### src/rtl/ball_motion.sv
// Single-ball motion engine: fixed-point position/velocity with frame-boundary reflection,
// serve/lost game states and paddle-driven vertical speed-up.
module ball_motion #(
    parameter int X_WIDTH       = 10,
    parameter int Y_WIDTH       = 9,
    parameter int FRAC_BITS     = 1,
    parameter int VEL_WIDTH     = 4,
    parameter int INITIAL_X     = 318,
    parameter int INITIAL_Y     = 450,
    parameter int INITIAL_VEL_X = 2,
    parameter int INITIAL_VEL_Y = -2,
    parameter int MAX_SPEED     = 6,
    parameter int SPEEDUP_HITS  = 4,
    parameter int LOST_Y        = 470
) (
    input  logic               clk,
    input  logic               nRst,
    input  logic               frame_pulse,
    input  logic               do_move,
    input  logic               serve,
    input  logic               collision,
    input  logic               ball_top_col,
    input  logic               ball_bottom_col,
    input  logic               ball_left_col,
    input  logic               ball_right_col,
    input  logic               paddle_col,
    output logic [X_WIDTH-1:0] x,
    output logic [Y_WIDTH-1:0] y,
    output logic               ball_active,
    output logic               lost
);

    localparam int PX_W  = X_WIDTH + FRAC_BITS;
    localparam int PY_W  = Y_WIDTH + FRAC_BITS;
    localparam int CNT_W = $clog2(SPEEDUP_HITS + 1);

    localparam logic [PX_W-1:0]             INIT_PX    = PX_W'(INITIAL_X * (2 ** FRAC_BITS));
    localparam logic [PY_W-1:0]             INIT_PY    = PY_W'(INITIAL_Y * (2 ** FRAC_BITS));
    localparam logic signed [VEL_WIDTH-1:0] INIT_VX    = VEL_WIDTH'(INITIAL_VEL_X);
    localparam logic signed [VEL_WIDTH-1:0] INIT_VY    = VEL_WIDTH'(INITIAL_VEL_Y);
    localparam logic [VEL_WIDTH-1:0]        MAX_MAG    = VEL_WIDTH'(MAX_SPEED);
    localparam logic [CNT_W-1:0]            HITS_TOP   = CNT_W'(SPEEDUP_HITS);
    localparam logic [Y_WIDTH-1:0]          LOST_LIMIT = Y_WIDTH'(LOST_Y);

    typedef enum logic [1:0] {ST_SERVE, ST_MOVING, ST_LOST} state_t;

    state_t                      state, next_state;
    logic [PX_W-1:0]             pos_x, step_px;
    logic [PY_W-1:0]             pos_y, step_py;
    logic signed [VEL_WIDTH-1:0] vel_x, vel_y, refl_vx, refl_vy, sped_vy;
    logic [VEL_WIDTH-1:0]        mag, mag_up;
    logic [CNT_W-1:0]            hit_cnt, cnt_inc;
    logic                        latch_any, latch_v, latch_h, latch_pad, serve_pending;
    logic                        wrap_y, lost_hit, pad_hit, speedup;

    // Reflection and step use the latches gathered before this frame's clear.
    always_comb begin
        refl_vx = (latch_any && latch_h) ? -vel_x : vel_x;
        refl_vy = (latch_any && latch_v) ? -vel_y : vel_y;
        step_px = pos_x + PX_W'(refl_vx);
        step_py = pos_y + PY_W'(refl_vy);
        wrap_y   = refl_vy[VEL_WIDTH-1] ? (step_py > pos_y) : (step_py < pos_y);
        lost_hit = !wrap_y && (step_py[PY_W-1:FRAC_BITS] >= LOST_LIMIT);
        pad_hit  = latch_any && latch_pad;
        cnt_inc  = hit_cnt + CNT_W'(1);
        speedup  = pad_hit && (cnt_inc == HITS_TOP);
        mag      = refl_vy[VEL_WIDTH-1] ? -refl_vy : refl_vy;
        mag_up   = (mag >= MAX_MAG) ? MAX_MAG : mag + VEL_WIDTH'(1);
        sped_vy  = refl_vy[VEL_WIDTH-1] ? -$signed(mag_up) : $signed(mag_up);
    end

    always_comb begin
        next_state = state;
        case (state)
            ST_SERVE:  if (frame_pulse && (serve_pending || serve)) next_state = ST_MOVING;
            ST_MOVING: if (frame_pulse && do_move && lost_hit)      next_state = ST_LOST;
            ST_LOST:   if (frame_pulse)                             next_state = ST_SERVE;
            default:   next_state = ST_SERVE;
        endcase
    end

    always_ff @(posedge clk or negedge nRst) begin
        if (!nRst) begin
            state         <= ST_SERVE;
            pos_x         <= INIT_PX;
            pos_y         <= INIT_PY;
            vel_x         <= INIT_VX;
            vel_y         <= INIT_VY;
            hit_cnt       <= '0;
            latch_any     <= 1'b0;
            latch_v       <= 1'b0;
            latch_h       <= 1'b0;
            latch_pad     <= 1'b0;
            serve_pending <= 1'b0;
            lost          <= 1'b0;
        end else begin
            state         <= next_state;
            lost          <= (next_state == ST_LOST) && (state != ST_LOST);
            serve_pending <= (state == ST_SERVE) && (next_state == ST_SERVE) && (serve_pending || serve);

            // A collision arriving on the frame boundary cycle is deliberately lost.
            if (frame_pulse) begin
                latch_any <= 1'b0;
                latch_v   <= 1'b0;
                latch_h   <= 1'b0;
                latch_pad <= 1'b0;
            end else if (collision) begin
                latch_any <= 1'b1;
                latch_v   <= latch_v | ball_top_col | ball_bottom_col;
                latch_h   <= latch_h | ball_left_col | ball_right_col;
                latch_pad <= latch_pad | paddle_col;
            end

            case (state)
                ST_SERVE: begin
                    pos_x <= INIT_PX;
                    pos_y <= INIT_PY;
                    if (next_state == ST_MOVING) begin
                        vel_x <= INIT_VX;
                        vel_y <= INIT_VY;
                    end
                end
                ST_MOVING: begin
                    if (frame_pulse && do_move) begin
                        pos_x <= step_px;
                        pos_y <= step_py;
                        vel_x <= refl_vx;
                        vel_y <= speedup ? sped_vy : refl_vy;
                        if (pad_hit) hit_cnt <= speedup ? '0 : cnt_inc;
                    end
                end
                ST_LOST: begin
                    if (frame_pulse) begin
                        pos_x   <= INIT_PX;
                        pos_y   <= INIT_PY;
                        vel_x   <= INIT_VX;
                        vel_y   <= INIT_VY;
                        hit_cnt <= '0;
                    end
                end
                default: ;
            endcase
        end
    end

    assign x           = pos_x[PX_W-1:FRAC_BITS];
    assign y           = pos_y[PY_W-1:FRAC_BITS];
    assign ball_active = (state == ST_MOVING);

endmodule

### config.mk
export PLATFORM = sky130hd
export DESIGN_NAME = ball_motion
export DESIGN_NICKNAME = d
export VERILOG_FILES = /design/src/rtl/ball_motion.sv
export SDC_FILE = /design/constraint.sdc
export NUM_CORES = 1
export LEC_CHECK = 0
export ABC_AREA = 1
export CAP_MARGIN = 10
export CORE_AREA = 10 10 70 130
export DETAILED_ROUTE_END_ITERATION = 8
export DIE_AREA = 0 0 80 140
export PLACE_DENSITY = 0.73
export RECOVER_POWER = 50
export SYNTH_ARGS = -nofsm -noshare
export SYNTH_HDL_FRONTEND = slang
export SYNTH_SLANG_ARGS = --single-unit
### constraint.sdc
create_clock -name clk -period 3.85 [get_ports clk]
set_input_delay 0.385 -clock clk [delete_from_list [all_inputs] [get_ports clk]]
set_output_delay 0.385 -clock clk [all_outputs]
set_load 0.005 [all_outputs]
Word level (Yosys, flattened, before mapping)

Cells that the tools add are included.
Widths: inputs -> output; s select.

Bits of input ports: 11
Flip-flop bits (word level): 40
Output and inout port bits: 21

$add $sub $neg: 8
Order comparisons: 4
Reductions and logical operators: 21
Bitwise operators: 5
Mux-type cells: 38
Equal/unequal tests: 10

Operators with widths:

| operator            | number |
|---|---|
| $mux 4              | 12 |
| $pmux 11 s3         | 1 |
| $pmux 10 s3         | 1 |
| $pmux 4 s3          | 2 |
| $mux 11             | 2 |
| $mux 10             | 2 |
| $neg 4->4           | 4 |
| $mux 3              | 4 |
| $add 11x11->11      | 1 |
| $logic_and 1x1->1   | 11 |
| $add 10x10->10      | 1 |
| $gt 10x10->1        | 1 |
| $lt 10x10->1        | 1 |
| $ge 9x9->1 const B  | 1 |
| $mux 1              | 9 |
| $reduce_and 4->1    | 2 |
| $mux 2              | 3 |
| $ne 2x1->1 const B  | 3 |
| $pmux 2 s3          | 1 |
| $pmux 3 s2          | 1 |
| $or 1x1->1          | 5 |
| $add 4x1->4 const B | 1 |
| $eq 2x1->1 const B  | 2 |
| $eq 2x2->1 const B  | 2 |
| 10 further kinds    | 13 |

Depth between registers and ports, before layout

Gate-level depths: netlist of the first run.

Depth in word-level cells: 13
Gate-level depth with buffers: 31
Depth with buffers taken out: 31

Least setup slack after synthesis of the first run

No wires, ideal clock.

Path kind: register -> register
Start: reg vel_y[1]
End: reg state[0]
Required time: 3.733 ns
Stages on the path, launching flop included: 29
Setup time: 0.117 ns
Arrival time: 3.399 ns
Slack: 0.335 ns
Cell sequence: dfstp_2 > inv_1 > ha_1 > nand3_1 > nand2_1 > fa_1 > nand2_1 > nand2_1 > o21ai_2 > o21bai_1 > nand2_1 > nand2_1 > nand2_1 > nand2_1 > xor2_4 > ha_1 > nand2_1 > nor2_1 > nand4_1 > inv_1 > nor2_1 > nand2_1 > o21ai_0 > nor2_1 > nand2_1 > nor2_2 > nand2_1 > nand2_1 > nand2_1

Word-level cells in the longest chain between the ends: 10
Elaborated cells between the ends (all ways): 12
Those cells by class: add/sub: 2; order compare: 3; mux: 4; reduce/logical: 3

Ends and longest elaborated chain:

| item                                                | RTL line | source |
|---|---|---|
| start: declaration                                  | 50       | `logic signed [VEL_WIDTH-1:0] vel_x, vel_y, refl_vx, refl_vy, sped_vy;` |
| start signal: assignment                            | 128      | `vel_y <= speedup ? sped_vy : refl_vy;` |
| $neg 4->4                                           | 59       | `refl_vy = (latch_any && latch_v) ? -vel_y : vel_y;` |
| $mux 4 (*)                                          | 59       |  |
| $add 10x10->10                                      | 61       | `step_py = pos_y + PY_W'(refl_vy);` |
| $lt 10x10->1 / $gt 10x10->1 (equally long branches) | 62       | `wrap_y = refl_vy[VEL_WIDTH-1] ? (step_py > pos_y) : (step_py < pos_y);` |
| $mux 1                                              | 62       |  |
| $logic_not 1->1                                     | 63       | `lost_hit = !wrap_y && (step_py[PY_W-1:FRAC_BITS] >= LOST_LIMIT);` |
| $logic_and 1x1->1 (*)                               | 63       |  |
| $logic_and 1x1->1 (*)                               | 76       | `ST_MOVING: if (frame_pulse && do_move && lost_hit) next_state = ST_LOST;` |
| $mux 2 (*)                                          | 76       |  |
| $pmux 2 s3 (*)                                      | 74       | `case (state)` |
| named net next_state[0]                             | 47       | `state_t state, next_state;` |
| end signal: assignment                              | 97       | `state <= next_state;` |
| end: declaration                                    | 47       |  |

Mark *: on every way through the listed nets, which the timed path passes. The rest lies on a longest branch.
A chain may end at the register's enable or synchronous reset.

Final worst setup path of the first run

Ends and elaborated chain as after synthesis.

==> results by group, run 1 <==
Drt
  – Initial DRC Count: 155
  – Vias per std cell: 5.12
  – Residual DRC: 0
  – WL final: 7.26 mm
  – TritonRoute pass-1 iters: 4
  – Vias: 2700
  – Antenna-violating nets left: 0
  – Per-cell routed wire length: 13.8 microns

Placement
  – GP Congestion: 0.856
  – Port bufs: 31
  – Post-DP HPWL: 5.56 mm
  – DP Worst Slack: 0.00739 ns

Power and ir drop
  – Cell Pwr Density: 969 nW/um^2
  – Net switching power: 1.69 mW
  – VDD IR max: 408 uV
  – Sw frac: 0.475
  – Leak: 1.92 nW
  – Comb power frac: 0.699
  – Internal Pwr Total: 1.87 mW
  – Seq pwr share: 0.186
  – Clk pwr share: 0.115

Global route
  – GRT Max-Usage Layer: met2
  – GR Layer Usage met1: 0.125
  – Met2 Use GR: 0.251
  – Total grt overflow: 0
  – GR Util met3: 0.0340
  – Largest net degree at the start of global routing: 39
  – First-pass GRT wire length: 12.0 mm
  – Global Route Usage Sum: 0.132
  – Initial antenna violation count: 0
  – Vias in the first global route: 2742

Timing
  – Skew final: 0.00684 ns
  – Final hold viol count: 0
  – Final setup viols: 0
  – Max Clk Rate: 275 MHz
  – Min setup slack post-route: 0.219 ns
  – Worst Max-Slew Pin Slew: 2.02 ns
  – Tcrit/Tclk final: 0.943
  – Minimum clock period: 3.63 ns
  – Normalized max-slew margin: -0.349
  – Max-slew violations: 39

Outcome
  – Status: finished, violations left
  – Failing checks: capacitance limit, slew limit

Worst setup path
  – Slowest stage delay, CP: 0.55 ns
  – WP data required: 4.03 ns
  – Critical path type: reg -> reg
  – Worst EP arrival: 3.81 ns
  – Crit-path max FO: 4
  – CP max-delay cell: dfstp_2
  – CP most frequent cell: nand2_1
  – WP buf/inv: 5
  – Startpoint Class: flip-flop
  – Cell family with most CP delay: simple AND/OR/NAND/NOR gates
  – Worst Setup End Kind: flip-flop

Clock tree
  – Clk_lat worst skew: 0.29 ns
  – Clk sinks: 38
  – Worst-path clk slew: 0.06 ns
  – CTS tree: done
  – CTS Buf Count: 5
  – H-tree levels: 2
  – CTS Hold Bufs: 0
  – Clock Tree Root: clkbuf_16
  – Clock buffer depth: 2

Yosys
  – Warnings, synthesis: 0
  – Ranking of synthesized cells by area: dfrtp_1 (20%), ha_1 (15%), dfstp_2 (12%), nand2_1 (12%), inv_1 (8.5%)
  – Most used DFF post-synth: dfrtp_1
  – Post-synth EDFFs: 0
  – Seq cells post-synth: 38
  – Ys async rst share: 1.00
  – Largest area contributor in the netlist: dfrtp_1
  – Seq/Total Area, Yosys: 0.317
  – Mean post-synth cell area: 7.63 sq um
  – Post-synth top area share: 0.197
  – Mapped cell area: 3050 sq um
  – Post-Syn Instances: 400
  – Synth Net Count: 448
  – Unique masters post-synth: 41

Layout
  – Area Growth Syn to Fin: 20.2%
  – N_diodes: 0
  – Nets: 484
  – Proportion of layout cells with a drive suffix above 1: 0.162
  – Fillers: 677
  – Core Util, Final: 0.525

Hold path
  – Hold/Removal Path Class: reg -> reg

Flow run
  – Max cap viols: 1

Floorplanning
  – Initial Util: 0.436
  – Rows: 43
  – Boundary pin count: 32
  – Die ar.: 11200 sq um
  – Chip width: 80 microns
  – Area of the core: 6990 sq um
  – Die Y: 140 microns
layer usage:
| layer | vias to the layer above | part of all wire |
|---|---|---|
| li1 | 1349 | - |
| met1 | 1284 | 0.36 |
| met2 | 51 | 0.57 |
| met3 | 16 | 0.047 |
| met4 | 0 | 0.029 |
| met5 | - | 0 |
cell type report:
type / count / area (sq um) / share of cell area
Sequential cell: 38 / 968 / 0.264
Inverter: 73 / 274 / 0.0746
Multi-Input combinational cell: 276 / 1790 / 0.488
Clock buffer: 8 / 136 / 0.0372
Tap cell: 90 / 113 / 0.0307
Timing Repair Buffer: 42 / 387 / 0.105
cell usage after synthesis (2+ instances only):
cell type  number
o21ai_0        20
a21oi_1        18
o21bai_1        2
a22o_1          2
nor2_1         25
a22oi_1         2
xor2_1          9
nand2_1        94
nor2_4          2
xnor2_1         3
ha_1           36
buf_4          11
inv_1          69
dfrtp_1        24
nand2_2         6
inv_2           4
o22ai_1         9
dfstp_2        14
a21o_1          2
nand4_1         8
nand3_1        20
cell families (layout without fill, tap and decap cells):
kind of cell	after synthesis	in the layout	synth area share
adder cells (fa/ha/maj)	37	37	0.154
AO/OA/AOI/OAI	62	62	0.118
flip-flops	38	38	0.317
AND/OR/NAND/NOR	163	163	0.239
XOR/XNOR	14	14	0.0488
buffers and inverters	86	123	0.122
what timing repair did:
| item | 4_1_cts | 5_1_grt |
|---|---|---|
| gates cloned | 0 | 0 |
| pin swaps | 0 | 8 |
| endpoints found under the hold margin | 0 | 0 |
| endpoints found under the setup margin | 1 | 3 |
| setup buffers | 0 | 2 |
| resized for setup | 1 | 20 |
sequential cells by signal (all words and copies together), names as in the netlist:
register / flops
pos_x: 10
vel_x: 3
latch_any: 1
latch_pad: 1
state: 2
lost: 1
latch_h: 1
pos_y: 10
serve_pending: 1
latch_v: 1
vel_y: 4
hit_cnt: 3
layout by cell type (no fill, tap or decap), types with 8 or more instances in the layout:
cell,synthesis,final
o21ai_0,20,19
a21oi_1,18,16
dfstp_2,14,14
inv_1,69,67
nand3_1,20,19
o22ai_1,9,9
dfrtp_1,24,24
buf_4,11,11
clkdlybuf4s50_1,0,23
nand2_1,94,87
nand2_2,6,13
nand4_1,8,8
ha_1,36,33
nor2_1,25,24
worst paths after layout:
check                                startpoint                    end  slack [ns]  cells after the start
max in group asynchronous                  nRst  latch_pad$_DFFE_PN0P_        2.01                      1
setup / recovery           vel_y[1]$_DFFE_PN1P_     state[0]$_DFF_PN0_        0.22                     29
min in group asynchronous                  nRst   pos_y[6]$_DFFE_PN0P_        0.67                      1
setup reg to reg           vel_y[1]$_DFFE_PN1P_     state[0]$_DFF_PN0_        0.22                     29
hold reg to reg            vel_y[3]$_DFFE_PN1P_   vel_y[3]$_DFFE_PN1P_        0.48                      2
hold / removal             vel_y[3]$_DFFE_PN1P_   vel_y[3]$_DFFE_PN1P_        0.48                      2
power by group through the flow:
stage | logic (mW) | clock network, mW | registers, mW
after floorplan | 1.66 | 0 | 0.650
after global placement | 2.21 | 0 | 0.662
after detailed placement | 2.28 | 0 | 0.669
after CTS | 2.31 | 0.414 | 0.663
after global routing | 2.83 | 0.431 | 0.684
final | 2.48 | 0.408 | 0.663
worst register-to-register path: cells and delay by family (launching register included):
family	cells	cell delay, ns
XOR/XNOR	1	0.17
flip-flops	1	0.55
AND/OR/NAND/NOR	19	1.61
adder cells (fa/ha/maj)	3	0.77
AO/OA/AOI/OAI	1	0.07
buffers and inverters	5	0.36
metrics by stage:
| step | power, mW | area (sq um) | hold WS, ns | setup TNS (ns) | std cells |
|---|---|---|---|---|---|
| finish | 3.56 | 3670 | 0.482 | 0 | 527 |
| global route | 3.95 | 3670 | 0.502 | -0.302 | 527 |
| CTS | 3.39 | 3580 | 0.239 | 0 | 525 |
| detailed placement | 2.95 | 3440 | 0.470 | 0 | 517 |
| global placement | 2.87 | 3440 | 0.462 | 0 | 517 |
| floorplan | 2.31 | 3050 | 0.0894 | 0 | 400 |
(Power assumes the default switching activity.)
==> run 2, diff against run 1 <==
--- a/config.mk
+++ b/config.mk
@@ -6,12 +6,11 @@
 export NUM_CORES = 1
 export LEC_CHECK = 0
 export ABC_AREA = 1
-export CAP_MARGIN = 10
+export CAP_MARGIN = 25
 export CORE_AREA = 10 10 70 130
 export DETAILED_ROUTE_END_ITERATION = 8
 export DIE_AREA = 0 0 80 140
 export PLACE_DENSITY = 0.73
-export RECOVER_POWER = 50
 export SYNTH_ARGS = -nofsm -noshare
 export SYNTH_HDL_FRONTEND = slang
 export SYNTH_SLANG_ARGS = --single-unit
==> run 2 against run 1 <==
Compared with the run above:
- largest power group unchanged
- global-route usage did not move
- the flow now finishes without violations
- sequential power about the same
- worst hold slack worse by 0.28 ns
- largest cell class unchanged
- critical endpoint unchanged
==> results by group, run 2 (same netlist as run 1, synthesis figures left out) <==
Outcome
  – Status: finished, final reports clean (was finished, violations left)

Timing
  – Tcrit/Tclk final: 0.943 (about the same)
  – Final hold viol count: 0 (unchanged)
  – Max Clk Rate: 275 MHz (about the same)
  – Final setup viols: 0 (unchanged)
  – Minimum clock period: 3.63 ns (about the same)
  – Max-slew violations: 0 (was 39)
  – Worst Max-Slew Pin Slew: 0.848 ns (was 2.02 ns)
  – Skew final: 0.00684 ns (about the same)
  – Hold_ws: 0.199 ns (was 0.482 ns)
  – Final setup TNS: 0 ns (unchanged)
  – Normalized max-slew margin: 0.433 (was -0.349)

Clock tree
  – CTS tree: done (unchanged)
  – Worst-path clk slew: 0.06 ns (about the same)
  – CTS Hold Bufs: 0 (unchanged)
  – Clk sinks: 38 (unchanged)
  – Clk_lat worst skew: 0.29 ns (about the same)
  – Clock Tree Root: clkbuf_16 (unchanged)
  – H-tree levels: 2 (unchanged)
  – CTS Buf Count: 5 (unchanged)
  – Clock buffer depth: 2 (unchanged)

Power and ir drop
  – Net switching power: 1.69 mW (about the same)
  – Cell Pwr Density: 970 nW/um^2 (was 969 nW/um^2)
  – VDD IR max: 408 uV (about the same)
  – Clk pwr share: 0.115 (about the same)
  – Seq pwr share: 0.186 (about the same)
  – Internal Pwr Total: 1.87 mW (about the same)
  – Leak: 1.91 nW (was 1.92 nW)
  – Sw frac: 0.474 (was 0.475)
  – Comb power frac: 0.699 (about the same)

Layout
  – Area of the multi-input gates: 1790 sq um (unchanged)
  – N_diodes: 0 (unchanged)
  – Post-route insts no fill: 527 (unchanged)
  – Proportion of layout cells with a drive suffix above 1: 0.165 (was 0.162)
  – Nets: 484 (unchanged)
  – Fillers: 678 (was 677)
  – Core Util, Final: 0.525 (about the same)
  – FF/Latch Area: 968 sq um (unchanged)
  – Commonest non-fill, non-tap cells in the layout: nand2_1 (87), inv_1 (67), ha_1 (33), clkdlybuf4s50_1 (30) (was nand2_1 (87), inv_1 (67), ha_1 (33), nor2_1 (24), dfrtp_1 (24))
  – Top Registers: pos_x (10), pos_y (10), vel_y (4) (unchanged)
  – Most common cell after layout, fill and taps aside: nand2_1 (unchanged)
  – Area Growth Syn to Fin: 20.3% (was 20.2%)

Drt
  – Vias: 2695 (was 2700)
  – Antenna-violating nets left: 0 (unchanged)
  – TritonRoute pass-1 iters: 4 (unchanged)
  – Vias per std cell: 5.11 (was 5.12)
  – Initial DRC Count: 158 (was 155)
  – WL final: 7.26 mm (about the same)
  – Per-cell routed wire length: 13.8 microns (about the same)
  – Residual DRC: 0 (unchanged)

Worst setup path
  – Worst Setup End Kind: flip-flop (unchanged)
  – CP max-delay cell: dfstp_2 (unchanged)
  – Reg2Reg Setup Slack: 0.22 ns (about the same)
  – Startpoint Class: flip-flop (unchanged)
  – R2r startpoint: vel_y[1]$_DFFE_PN1P_ (unchanged)
  – Critical path type: reg -> reg (unchanged)
  – Cells on worst reg2reg path: 29 (unchanged)
  – WP buf/inv: 5 (unchanged)
  – CP most frequent cell: nand2_1 (unchanged)
  – Slowest stage delay, CP: 0.55 ns (about the same)
  – WP data required: 4.03 ns (about the same)
  – Cell family with most CP delay: simple AND/OR/NAND/NOR gates (unchanged)
  – Reg-to-reg endpoint: state[0]$_DFF_PN0_ (unchanged)
  – Worst EP arrival: 3.81 ns (about the same)
  – CP startpoint: vel_y[1]$_DFFE_PN1P_ (unchanged)
  – Crit-path max FO: 4 (unchanged)

Placement
  – GP Congestion: 0.856 (unchanged)
  – DP Cell Count: 517 (unchanged)
  – Port bufs: 31 (unchanged)
  – Post-DP HPWL: 5.56 mm (unchanged)

Global route
  – First-pass GRT wire length: 12.0 mm (unchanged)
  – Largest net degree at the start of global routing: 39 (unchanged)
  – Total grt overflow: 0 (unchanged)
  – Vias in the first global route: 2742 (unchanged)
  – Initial antenna violation count: 0 (unchanged)
  – Global Route Usage Sum: 0.132 (unchanged)

Flow run
  – Max cap viols: 0 (was 1)

Hold path
  – Hold/Removal Path Class: in -> async (was reg -> reg)

Floorplanning
  – Die Y: 140 microns (unchanged)
  – Initial Util: 0.436 (unchanged)
  – Die ar.: 11200 sq um (unchanged)
  – Chip width: 80 microns (unchanged)
  – Area of the core: 6990 sq um (unchanged)
  – Rows: 43 (unchanged)
  – Boundary pin count: 32 (unchanged)
==> run 2: changes by cell type in the layout (fill, tap and decap cells not counted), sizes merged <==
cell / delta
clkbuf: -1
buf: +1
clkdlybuf4s50: +7
dlygate4sd3: -7
==> run 2: worst reg2reg max path: cells and delay by family (launching register included) <==
family | cells | cell delay, ns
XOR/XNOR | 1 | 0.17
AND/OR/NAND/NOR | 19 | 1.61
flip-flops | 1 | 0.55
buffers and inverters | 5 | 0.36
AO/OA/AOI/OAI | 1 | 0.07
adder cells (fa/ha/maj) | 3 | 0.77
==> run 2: worst max-delay path by stage <==
stage                               endpoint  cells past startpoint
after floorplan           state[0]$_DFF_PN0_                     28
final                     state[0]$_DFF_PN0_                     29
after global placement    state[0]$_DFF_PN0_                     29
after global routing      state[0]$_DFF_PN0_                     29
after CTS                 state[0]$_DFF_PN0_                     29
after detailed placement  state[0]$_DFF_PN0_                     29
==> run 2: what timing repair did <==
| item | 4_1_cts | 5_1_grt |
|---|---|---|
| pin swaps | 0 | 8 |
| resized for setup | 1 | 20 |
| setup endpoints to repair | 1 | 3 |
| setup buffers | 0 | 2 |
==> run 2: power by group through the flow <==
stage | registers, mW | logic [mW] | clock network, mW
finish | 0.663 | 2.49 | 0.408
floorplan | 0.650 | 1.66 | 0
global placement | 0.662 | 2.21 | 0
global route | 0.685 | 2.84 | 0.431
CTS | 0.663 | 2.31 | 0.414
detailed placement | 0.669 | 2.28 | 0
==> run 2: metrics by stage <==
step                power, mW  area [sq um]  worst slack, ns
floorplan                2.31          3050            0.335
global placement         2.87          3440            0.113
detailed placement       2.95          3440          0.00739
CTS                      3.39          3580           0.0481
global route             3.95          3670           -0.121
finish                   3.56          3670            0.219
==> run 2: area by class of cell <==
| type | instances | share of cell area |
|---|---|---|
| tap | 90 | 0.0307 |
| timing repair buffer | 42 | 0.106 |
| inverter | 73 | 0.0746 |
| clock buffer | 8 | 0.0371 |
| multi-input combinational | 276 | 0.488 |
| sequential | 38 | 0.264 |
==> run 2: layer usage <==
layer | global-route usage | up-vias | share of wire
met1 | 0.125 | 1284 | 0.36
met3 | 0.0340 | 16 | 0.045
met4 | 0.0560 | 0 | 0.029
li1 | - | 1350 | -
met5 | 0 | - | 0
met2 | 0.251 | 45 | 0.57
